<file path="src/rtl/pdm_pkg.sv">
// Shared definitions for the PDM-to-PCM decimation chain sequencer.
//
// Contents:
//   N_MICS, PCM_W, FRM_W : default channel count, sample width and frame tag width
//   CHAN_W               : channel index width
//   seq_state_t          : stream sequencer state (IDLE, STREAM)
//   pcm_t                : one PCM sample
package pdm_pkg;

    localparam int N_MICS = 96;
    localparam int PCM_W  = 16;
    localparam int FRM_W  = 16;
    localparam int CHAN_W = $clog2(N_MICS);

    typedef enum logic {
        IDLE   = 1'b0,
        STREAM = 1'b1
    } seq_state_t;

    typedef logic [PCM_W-1:0] pcm_t;

endpackage : pdm_pkg

</file>
<file path="src/rtl/pdm_stage_strobe_gen.sv">
// Stage clock-enable generator for the decimation chain.
//
// A free-running divider produces the CIC output-rate strobe. Two toggle bits
// halve that rate twice for the half-band stages. The HB2 strobe is then delayed
// by the FIR latency to mark the cycle when pcm_in holds a fresh output frame.
//
// Ports:
//   clk      in   system clock
//   rst      in   synchronous, active-high reset
//   run      in   enable; low clears the divider and toggle bits, strobes low
//   cic_en   out  CIC output-rate strobe (one cycle every CIC_DEC cycles)
//   hb1_en   out  HB1 output strobe (every 2nd cic_en)
//   hb2_en   out  HB2 / FIR input strobe (every 2nd hb1_en)
//   pcm_load out  hb2_en delayed by FIR_LAT cycles
module pdm_stage_strobe_gen #(
    parameter int CIC_DEC = 128,
    parameter int FIR_LAT = 3
) (
    input  logic clk,
    input  logic rst,
    input  logic run,
    output logic cic_en,
    output logic hb1_en,
    output logic hb2_en,
    output logic pcm_load
);

    localparam int DIV_W = (CIC_DEC > 1) ? $clog2(CIC_DEC) : 1;
    localparam logic [DIV_W-1:0] DIV_LAST = DIV_W'(CIC_DEC - 1);

    logic [DIV_W-1:0]   div_cnt;
    logic               hb1_tgl;
    logic               hb2_tgl;
    logic [FIR_LAT-1:0] load_sr;

    // Strobes are decoded from registered state and gated by run, so dropping
    // run silences them in the same cycle.
    assign cic_en   = run && (div_cnt == DIV_LAST);
    assign hb1_en   = cic_en && hb1_tgl;
    assign hb2_en   = hb1_en && hb2_tgl;
    assign pcm_load = load_sr[FIR_LAT-1];

    // NOTE: sequential state uses non-blocking assignments so every register
    // samples the pre-edge value of the others.
    always_ff @(posedge clk) begin
        if (rst) begin
            div_cnt <= '0;
            hb1_tgl <= 1'b0;
            hb2_tgl <= 1'b0;
        end else if (!run) begin
            // Clearing everything makes a restart phase-clean.
            div_cnt <= '0;
            hb1_tgl <= 1'b0;
            hb2_tgl <= 1'b0;
        end else begin
            div_cnt <= (div_cnt == DIV_LAST) ? '0 : div_cnt + 1'b1;
            if (cic_en) hb1_tgl <= ~hb1_tgl;
            if (hb1_en) hb2_tgl <= ~hb2_tgl;
        end
    end

    // The delay line only clears on rst: a load already in flight when run
    // drops still reaches the sequencer.
    generate
        if (FIR_LAT == 1) begin : g_lat1
            always_ff @(posedge clk) begin
                if (rst) load_sr <= '0;
                else     load_sr <= hb2_en;
            end
        end else begin : g_latn
            always_ff @(posedge clk) begin
                if (rst) load_sr <= '0;
                else     load_sr <= {load_sr[FIR_LAT-2:0], hb2_en};
            end
        end
    endgenerate

endmodule : pdm_stage_strobe_gen

</file>
<file path="src/rtl/pdm_chain_sequencer.sv">
// Single-clock sequencer for the multichannel PDM decimation chain.
//
// Produces the per-stage clock enables, snapshots the parallel PCM bus once per
// output sample period and streams it one channel per beat over valid/ready.
// Frames that arrive while the previous frame is still streaming are dropped
// and counted.
//
// Ports:
//   clk      in   system clock
//   rst      in   synchronous, active-high reset
//   run      in   strobe generator enable
//   pcm_in   in   flattened FIR outputs, channel k at [k*PCM_W +: PCM_W]
//   cic_en   out  CIC output-rate strobe
//   hb1_en   out  HB1 output strobe
//   hb2_en   out  HB2 / FIR input strobe
//   m_valid  out  stream beat valid
//   m_ready  in   downstream accept
//   m_data   out  sample of the current channel
//   m_chan   out  channel index 0..N-1
//   m_first  out  beat is channel 0
//   m_last   out  beat is channel N-1
//   m_frame  out  frame tag of the current beat
//   ovf      out  sticky overflow flag
//   ovf_clr  in   clears ovf and drop_cnt (a coincident drop wins)
//   drop_cnt out  dropped frames, saturating at 255
module pdm_chain_sequencer #(
    parameter int N       = pdm_pkg::N_MICS,
    parameter int PCM_W   = pdm_pkg::PCM_W,
    parameter int CIC_DEC = 128,
    parameter int FIR_LAT = 3,
    parameter int FRM_W   = pdm_pkg::FRM_W
) (
    input  logic               clk,
    input  logic               rst,
    input  logic               run,
    input  logic [N*PCM_W-1:0] pcm_in,
    output logic               cic_en,
    output logic               hb1_en,
    output logic               hb2_en,
    output logic               m_valid,
    input  logic               m_ready,
    output logic [PCM_W-1:0]   m_data,
    output logic [6:0]         m_chan,
    output logic               m_first,
    output logic               m_last,
    output logic [FRM_W-1:0]   m_frame,
    output logic               ovf,
    input  logic               ovf_clr,
    output logic [7:0]         drop_cnt
);

    import pdm_pkg::*;

    localparam logic [6:0] CHAN_LAST = 7'(N - 1);

    logic pcm_load;

    seq_state_t       state, state_n;
    logic [6:0]       chan, chan_n;
    logic [FRM_W-1:0] frame_cnt, frame_cnt_n;
    logic [FRM_W-1:0] frame_tag, frame_tag_n;
    logic             ovf_q, ovf_n;
    logic [7:0]       drop_q, drop_n;
    logic             capture;
    logic             last_acc;
    logic [7:0]       drop_base;

    logic [PCM_W-1:0] cap_buf [N];

    pdm_stage_strobe_gen #(
        .CIC_DEC (CIC_DEC),
        .FIR_LAT (FIR_LAT)
    ) u_strobe (
        .clk      (clk),
        .rst      (rst),
        .run      (run),
        .cic_en   (cic_en),
        .hb1_en   (hb1_en),
        .hb2_en   (hb2_en),
        .pcm_load (pcm_load)
    );

    // Last beat accepted this cycle; a load here is a back-to-back frame, not a drop.
    assign last_acc = (state == STREAM) && m_ready && (chan == CHAN_LAST);

    always_comb begin
        // NOTE: every always_comb target gets a default first, so no path can
        // leave a value unassigned and infer a latch.
        state_n     = state;
        chan_n      = chan;
        frame_cnt_n = frame_cnt;
        frame_tag_n = frame_tag;
        ovf_n       = ovf_q;
        drop_n      = drop_q;
        capture     = 1'b0;

        unique case (state)
            IDLE: begin
                if (pcm_load) begin
                    capture = 1'b1;
                    state_n = STREAM;
                end
            end
            STREAM: begin
                if (m_ready) begin
                    if (chan == CHAN_LAST) begin
                        chan_n  = '0;
                        capture = pcm_load;
                        state_n = pcm_load ? STREAM : IDLE;
                    end else begin
                        chan_n = chan + 7'd1;
                    end
                end
            end
            default: state_n = IDLE;
        endcase

        if (capture) begin
            chan_n      = '0;
            frame_tag_n = frame_cnt;
            frame_cnt_n = frame_cnt + 1'b1;
        end

        // Clear first, then let a coincident drop count on top of the cleared value.
        drop_base = ovf_clr ? 8'd0 : drop_q;
        if (ovf_clr) begin
            ovf_n  = 1'b0;
            drop_n = 8'd0;
        end
        if (pcm_load && (state == STREAM) && !last_acc) begin
            ovf_n  = 1'b1;
            drop_n = (drop_base == 8'hFF) ? 8'hFF : drop_base + 8'd1;
        end
    end

    always_ff @(posedge clk) begin
        if (rst) begin
            state     <= IDLE;
            chan      <= '0;
            frame_cnt <= '0;
            frame_tag <= '0;
            ovf_q     <= 1'b0;
            drop_q    <= 8'd0;
        end else begin
            state     <= state_n;
            chan      <= chan_n;
            frame_cnt <= frame_cnt_n;
            frame_tag <= frame_tag_n;
            ovf_q     <= ovf_n;
            drop_q    <= drop_n;
        end
    end

    // NOTE: the capture buffer has no reset; its contents are only ever read
    // in STREAM, after a capture has written all of them.
    always_ff @(posedge clk) begin
        if (capture) begin
            for (int k = 0; k < N; k++) begin
                cap_buf[k] <= pcm_in[k*PCM_W +: PCM_W];
            end
        end
    end

    // Outputs are pure functions of registered state, so they stay stable
    // while a beat is stalled.
    assign m_valid  = (state == STREAM);
    assign m_data   = (state == STREAM) ? cap_buf[chan] : '0;
    assign m_chan   = chan;
    assign m_first  = (state == STREAM) && (chan == 7'd0);
    assign m_last   = (state == STREAM) && (chan == CHAN_LAST);
    assign m_frame  = frame_tag;
    assign ovf      = ovf_q;
    assign drop_cnt = drop_q;

endmodule : pdm_chain_sequencer

</file>
<file path="config.mk">
export PLATFORM = sky130hd
export DESIGN_NAME = pdm_chain_sequencer
export DESIGN_NICKNAME = d
export VERILOG_FILES = /design/src/rtl/pdm_pkg.sv /design/src/rtl/pdm_stage_strobe_gen.sv /design/src/rtl/pdm_chain_sequencer.sv
export SDC_FILE = /design/constraint.sdc
export NUM_CORES = 1
export LEC_CHECK = 0
export CORE_AREA = 2 2 618 620
export CTS_CLUSTER_DIAMETER = 150
export DETAILED_ROUTE_END_ITERATION = 8
export DIE_AREA = 0 0 620 622
export SYNTH_ARGS = -nofsm -noshare
export SYNTH_HDL_FRONTEND = slang
export SYNTH_HIERARCHICAL = 1
export SYNTH_SLANG_ARGS = --single-unit
</file>
<file path="constraint.sdc">
create_clock -name clk -period 79.9 [get_ports clk]
set_input_delay 19.975 -clock clk [delete_from_list [all_inputs] [get_ports clk]]
set_output_delay 19.975 -clock clk [all_outputs]
set_load 0.01 [all_outputs]
</file>
# Yosys cells after proc, flatten, opt, wreduce, memory -nomap -nowiden
# Memories as Yosys holds them, arrays and structs flattened. A register that Yosys moved wholly into a read port is not among the register bits.
# Index checks and enable logic that the tools add are counted.
# word_totals
ff_bits,61
mem_bits_rw,1536
inputBits,1541
memories,1
wordCells,56
# memory_table
memory,words,word_bits,read_ports,rd_clocked_by_memory_dff,write_ports,line_no,source
cap_buf,96,16,1,1,96,pdm_chain_sequencer.sv:68,logic [PCM_W-1:0] cap_buf [N];
# classes
n_addsub,4
n_mux,18
reduce_logical,16
n_bitwise,4
n_eq_ne,3
# op_table
op,count
$mux 8,3
$mux 7,3
$add 16x1->16 const B,1
$mux 16,1
$add 7x1->7 const B,2
$eq 7x7->1 const B,2
$logic_and 1x1->1,9
$mux 1,9
$add 8x1->8 const B,1
$eq 8x8->1 const B,1
$logic_not 7->1,1
$not 1->1,4
$pmux 1 s2,2
$reduce_or 2->1,2
$reduce_or 3->1,1
$reduce_and 2->1,1
$reduce_bool 2->1,1
$logic_not 1->1,1

# Longest topological paths before layout
# logic_depth
ltp_word,6
depth_mapped,11

# By module
# Netlist, hierarchy kept.
# by_module_without_submodules
mod,cells_per_inst,seq_area_each_um2,instances,area_per_inst_um2
pdm_chain_sequencer,2752,47245.3,1,60853.4
pdm_stage_strobe_gen,52,240.2,1,474.2

# Least setup slack after synthesis
# OpenSTA, ideal clock, no wires.
# synth_path
kind,input -> output
start,input port run
end,output port cic_en
setup_slack_ns,39.611
n_path_buf,0
arrival_ns,20.314
required_time_ns,59.925
stages,2
path_cell_list,inv_1 > nor3_1
# synth_between
elab_chain_cells,1
# synth_rtl
item,line_no,source
from (decl),pdm_chain_sequencer.sv:35,"input logic run,"
$logic_and 1x1->1,pdm_stage_strobe_gen.sv:38,assign cic_en = run && (div_cnt == DIV_LAST);
to (decl),pdm_chain_sequencer.sv:37,"output logic cic_en,"
# Every way passes these cells.

# Final worst setup path
# layout_path
start,input port run
end,output port hb1_en
# layout_between
elab_chain_cells,2
# layout_rtl
item,line_no,source
$logic_and 1x1->1,pdm_stage_strobe_gen.sv:38,
$logic_and 1x1->1,pdm_stage_strobe_gen.sv:39,assign hb1_en = cic_en && hb1_tgl;
to (decl),pdm_chain_sequencer.sv:38,"output logic hb1_en,"
# Every way passes these cells.

==> results_dict.tcl <==
set metrics [dict create \
    dp_hpwl_mm 241 \
    slew_violations 0 \
    drt-initial-drc-count 3591 \
    cp.depth 4 \
    worst_clock_skew_ps 48.5 \
    regToRegSetupSlack_ps 72440 \
    cp-end-kind "output port" \
    cts_resized 0 \
    htreeDepth 4 \
    maxCapViolCount 0 \
    grtUsageMet3_pct 3.15 \
    cts.path.max_buffers 4 \
    max_stage_delay_ps 720 \
    yosys_warnings 6 \
    hp-start "u_strobe/load_sr[0]" \
    worstMarginPinSlew_ps 1240 \
    cts_root_buffer "clkbuf_16" \
    hold_path_depth 1 \
    ys_seq_area_share_pct 77.4 \
    final_cell_mix "clkdlybuf4s50_1, edfxtp_1, mux4_2" \
    crit_family "buffers and inverters" \
    nets 6083 \
    worst_setup_path_start_kind "input pin" \
    cts_sinks 1604 \
    synth-edff-count 1536 \
    drive_gt1_share_pct 17.4 \
    core_mm2 0.378 \
    setup_violations 0 \
    synth_ff_type "edfxtp_1" \
    max_freq_mhz 23.9 \
    ys_ff_latch 1604 \
    grt_pass1_wl_mm 380 \
    crit_type "input pin to output port" \
    cts.clk_slew.worst_paths_ps 60 \
    crit_slowest_cell "clkdlybuf4s50_1" \
    drtPass1Iterations 5 \
    status "complete, no violations" \
    worstPathCellList "clkdlybuf4s50_1 > inv_1 > nor3_1 > clkdlybuf4s50_1" \
    grt_use_met2_pct 28.2 \
    synthArstFlopShare_pct 0 \
    start_util_pct 16.2 \
    rsz0062_at_grt "no" \
    timing.rr.start "m_chan[2]" \
    clock_latency_ps 850 \
    vdd_ir_drop_max_mv 0.0175 \
    synth_cell_types 64 \
    cts_setup_buffers 0 \
    fin_crit_sh_pct 52.4 \
    grt_antenna_before_repair 138 \
    pin_count 1595 \
    cts_hold_buf 0 \
    routabilityCongestion 0.873 \
    required_ps 59930 \
    crit_top_cell "clkdlybuf4s50_1" \
    reg2reg_to "cap_buf[29][7]" \
    numCtsBuffers 188 \
    core.rowCount 226 \
    avgSynthCellArea_um2 21.9 \
    grt_max_degree 96 \
    tritoncts "built" \
    slew_headroom_pct 17.3 \
    drc_errors 0 \
    dieWidth_um 620 \
    grtUsageTotal_pct 14.9 \
    cp.arrival_ps 21930 \
    synth_fp_nets 4350 \
    fin_crit_ps 41910 \
    die_h_um 622 \
    power_leakage_uw 0.0274 \
    utilization_pct 23.7 \
    die-area_mm2 0.386 \
    wl_per_cell_um 30.5 \
    port_buffers 1594 \
    fin_tns_setup_ps 0 \
    hold_violations 0 \
    viasPerCell 3.85 \
    synth_area_mm2 0.0613 \
    wirelength_mm 298 \
    syn_inst 2804 \
    syn_to_final_growth_pct 46.4 \
    crit_fanout 4 \
    busiest_layer "met2" \
    final_common_cell "clkdlybuf4s50_1" \
    vias 37600 \
    grt_pass1_vias 39200 \
    gr-total-overflow 0 \
    min_to "u_strobe/load_sr[1]" \
    fillers 38800 \
    cp.buffers_inverters 3 \
    power_uw 1870 \
    r2r_cells 11 \
    grt.met1_usage_pct 16.7 \
    p_per_area_mw_per_mm2 20.8 \
    hold_path_class "register to register" \
    ant_nets 0 \
]
flip-flops by register name, indices dropped and copies added (netlist names), named ones only:
register / count
drop_cnt: 8
u_strobe/div_cnt: 7
u_strobe/hb1_tgl: 1
ovf: 1
m_chan: 7
u_strobe/load_sr: 3
m_frame: 16
cap_buf: 1536
frame_cnt: 16
m_valid: 1
u_strobe/hb2_tgl: 1
worst max path at each step:
stage | to | slack, ps | start
finish | hb1_en | 37990 | run
global route | hb1_en | 37900 | run
CTS | hb1_en | 37900 | run
detailed placement | hb1_en | 37900 | run
global placement | hb1_en | 37950 | run
floorplan | cic_en | 39610 | run
cell type report:
cell class	instances	area (um2)	area share, %
repair buffers	1689	16700	18.6
diodes	55	138	0.153
multi-input cells	1040	13000	14.5
well taps	5016	6280	6.99
clock inverters	103	1100	1.22
clock buffers	236	5010	5.58
inverters	14	68.8	0.0766
flip-flops and latches	1604	47500	52.9
layer usage:
| metal | vias up | wire, um | share of wire (%) |
|---|---|---|---|
| met5 | - | 188 | 0.063 |
| met4 | 30 | 7840 | 2.6 |
| met3 | 425 | 20600 | 6.9 |
| met2 | 1994 | 162000 | 54 |
| met1 | 19700 | 107000 | 36 |
| li1 | 15400 | - | - |
worst register-to-register path, stage by stage, from the launching register on:
cell and delay, ps:
dfxtp_1 570, nand3_1 280, o31ai_1 300, buf_4 220, nand2_1 440, inv_8 620, buf_4 710, buf_4 700
buf_4 620, buf_4 880, buf_4 630, buf_4 1030
where the power goes:
part / switching (uW) / internal, uW / total, uW
registers: 0.0415 / 920 / 920
clock network: 364 / 499 / 864
logic: 17.8 / 65.4 / 83.3
Yosys cell counts, types with 30 or more instances:
library cell / n / area share [%]
nand2_1: 106 / 0.65
buf_2: 36 / 0.29
o22ai_1: 30 / 0.31
edfxtp_1: 1536 / 75
nor2_1: 48 / 0.29
nand3_1: 36 / 0.29
mux2i_1: 63 / 1.0
a21oi_1: 43 / 0.35
clkbuf_1: 40 / 0.24
buf_4: 39 / 0.48
mux4_2: 376 / 14
a22oi_1: 53 / 0.65
dfxtp_1: 68 / 2.2
cells by family after synthesis:
group           count (synthesis)  share of synthesized area (%)
flops                        1604                           77.4
mux                           469                           15.4
simple gates                  294                           2.36
compound gates                253                           2.88
buf+inv                       160                           1.57
xor+xnor                       19                          0.271
fa+ha+maj                       5                          0.102
stage by stage:
stage,std cells,setup WS [ps],hold slack [ps],area [um2]
6_report,9757,37990,449,89800
4_1_cts,9702,37900,448,89700
3_3_place_gp,9362,37950,435,83500
5_1_grt,9732,37900,467,89700
2_1_floorplan,2804,39610,414,61300
3_5_place_dp,9363,37900,434,83500
Note: power is estimated with default switching activity, not from simulation.
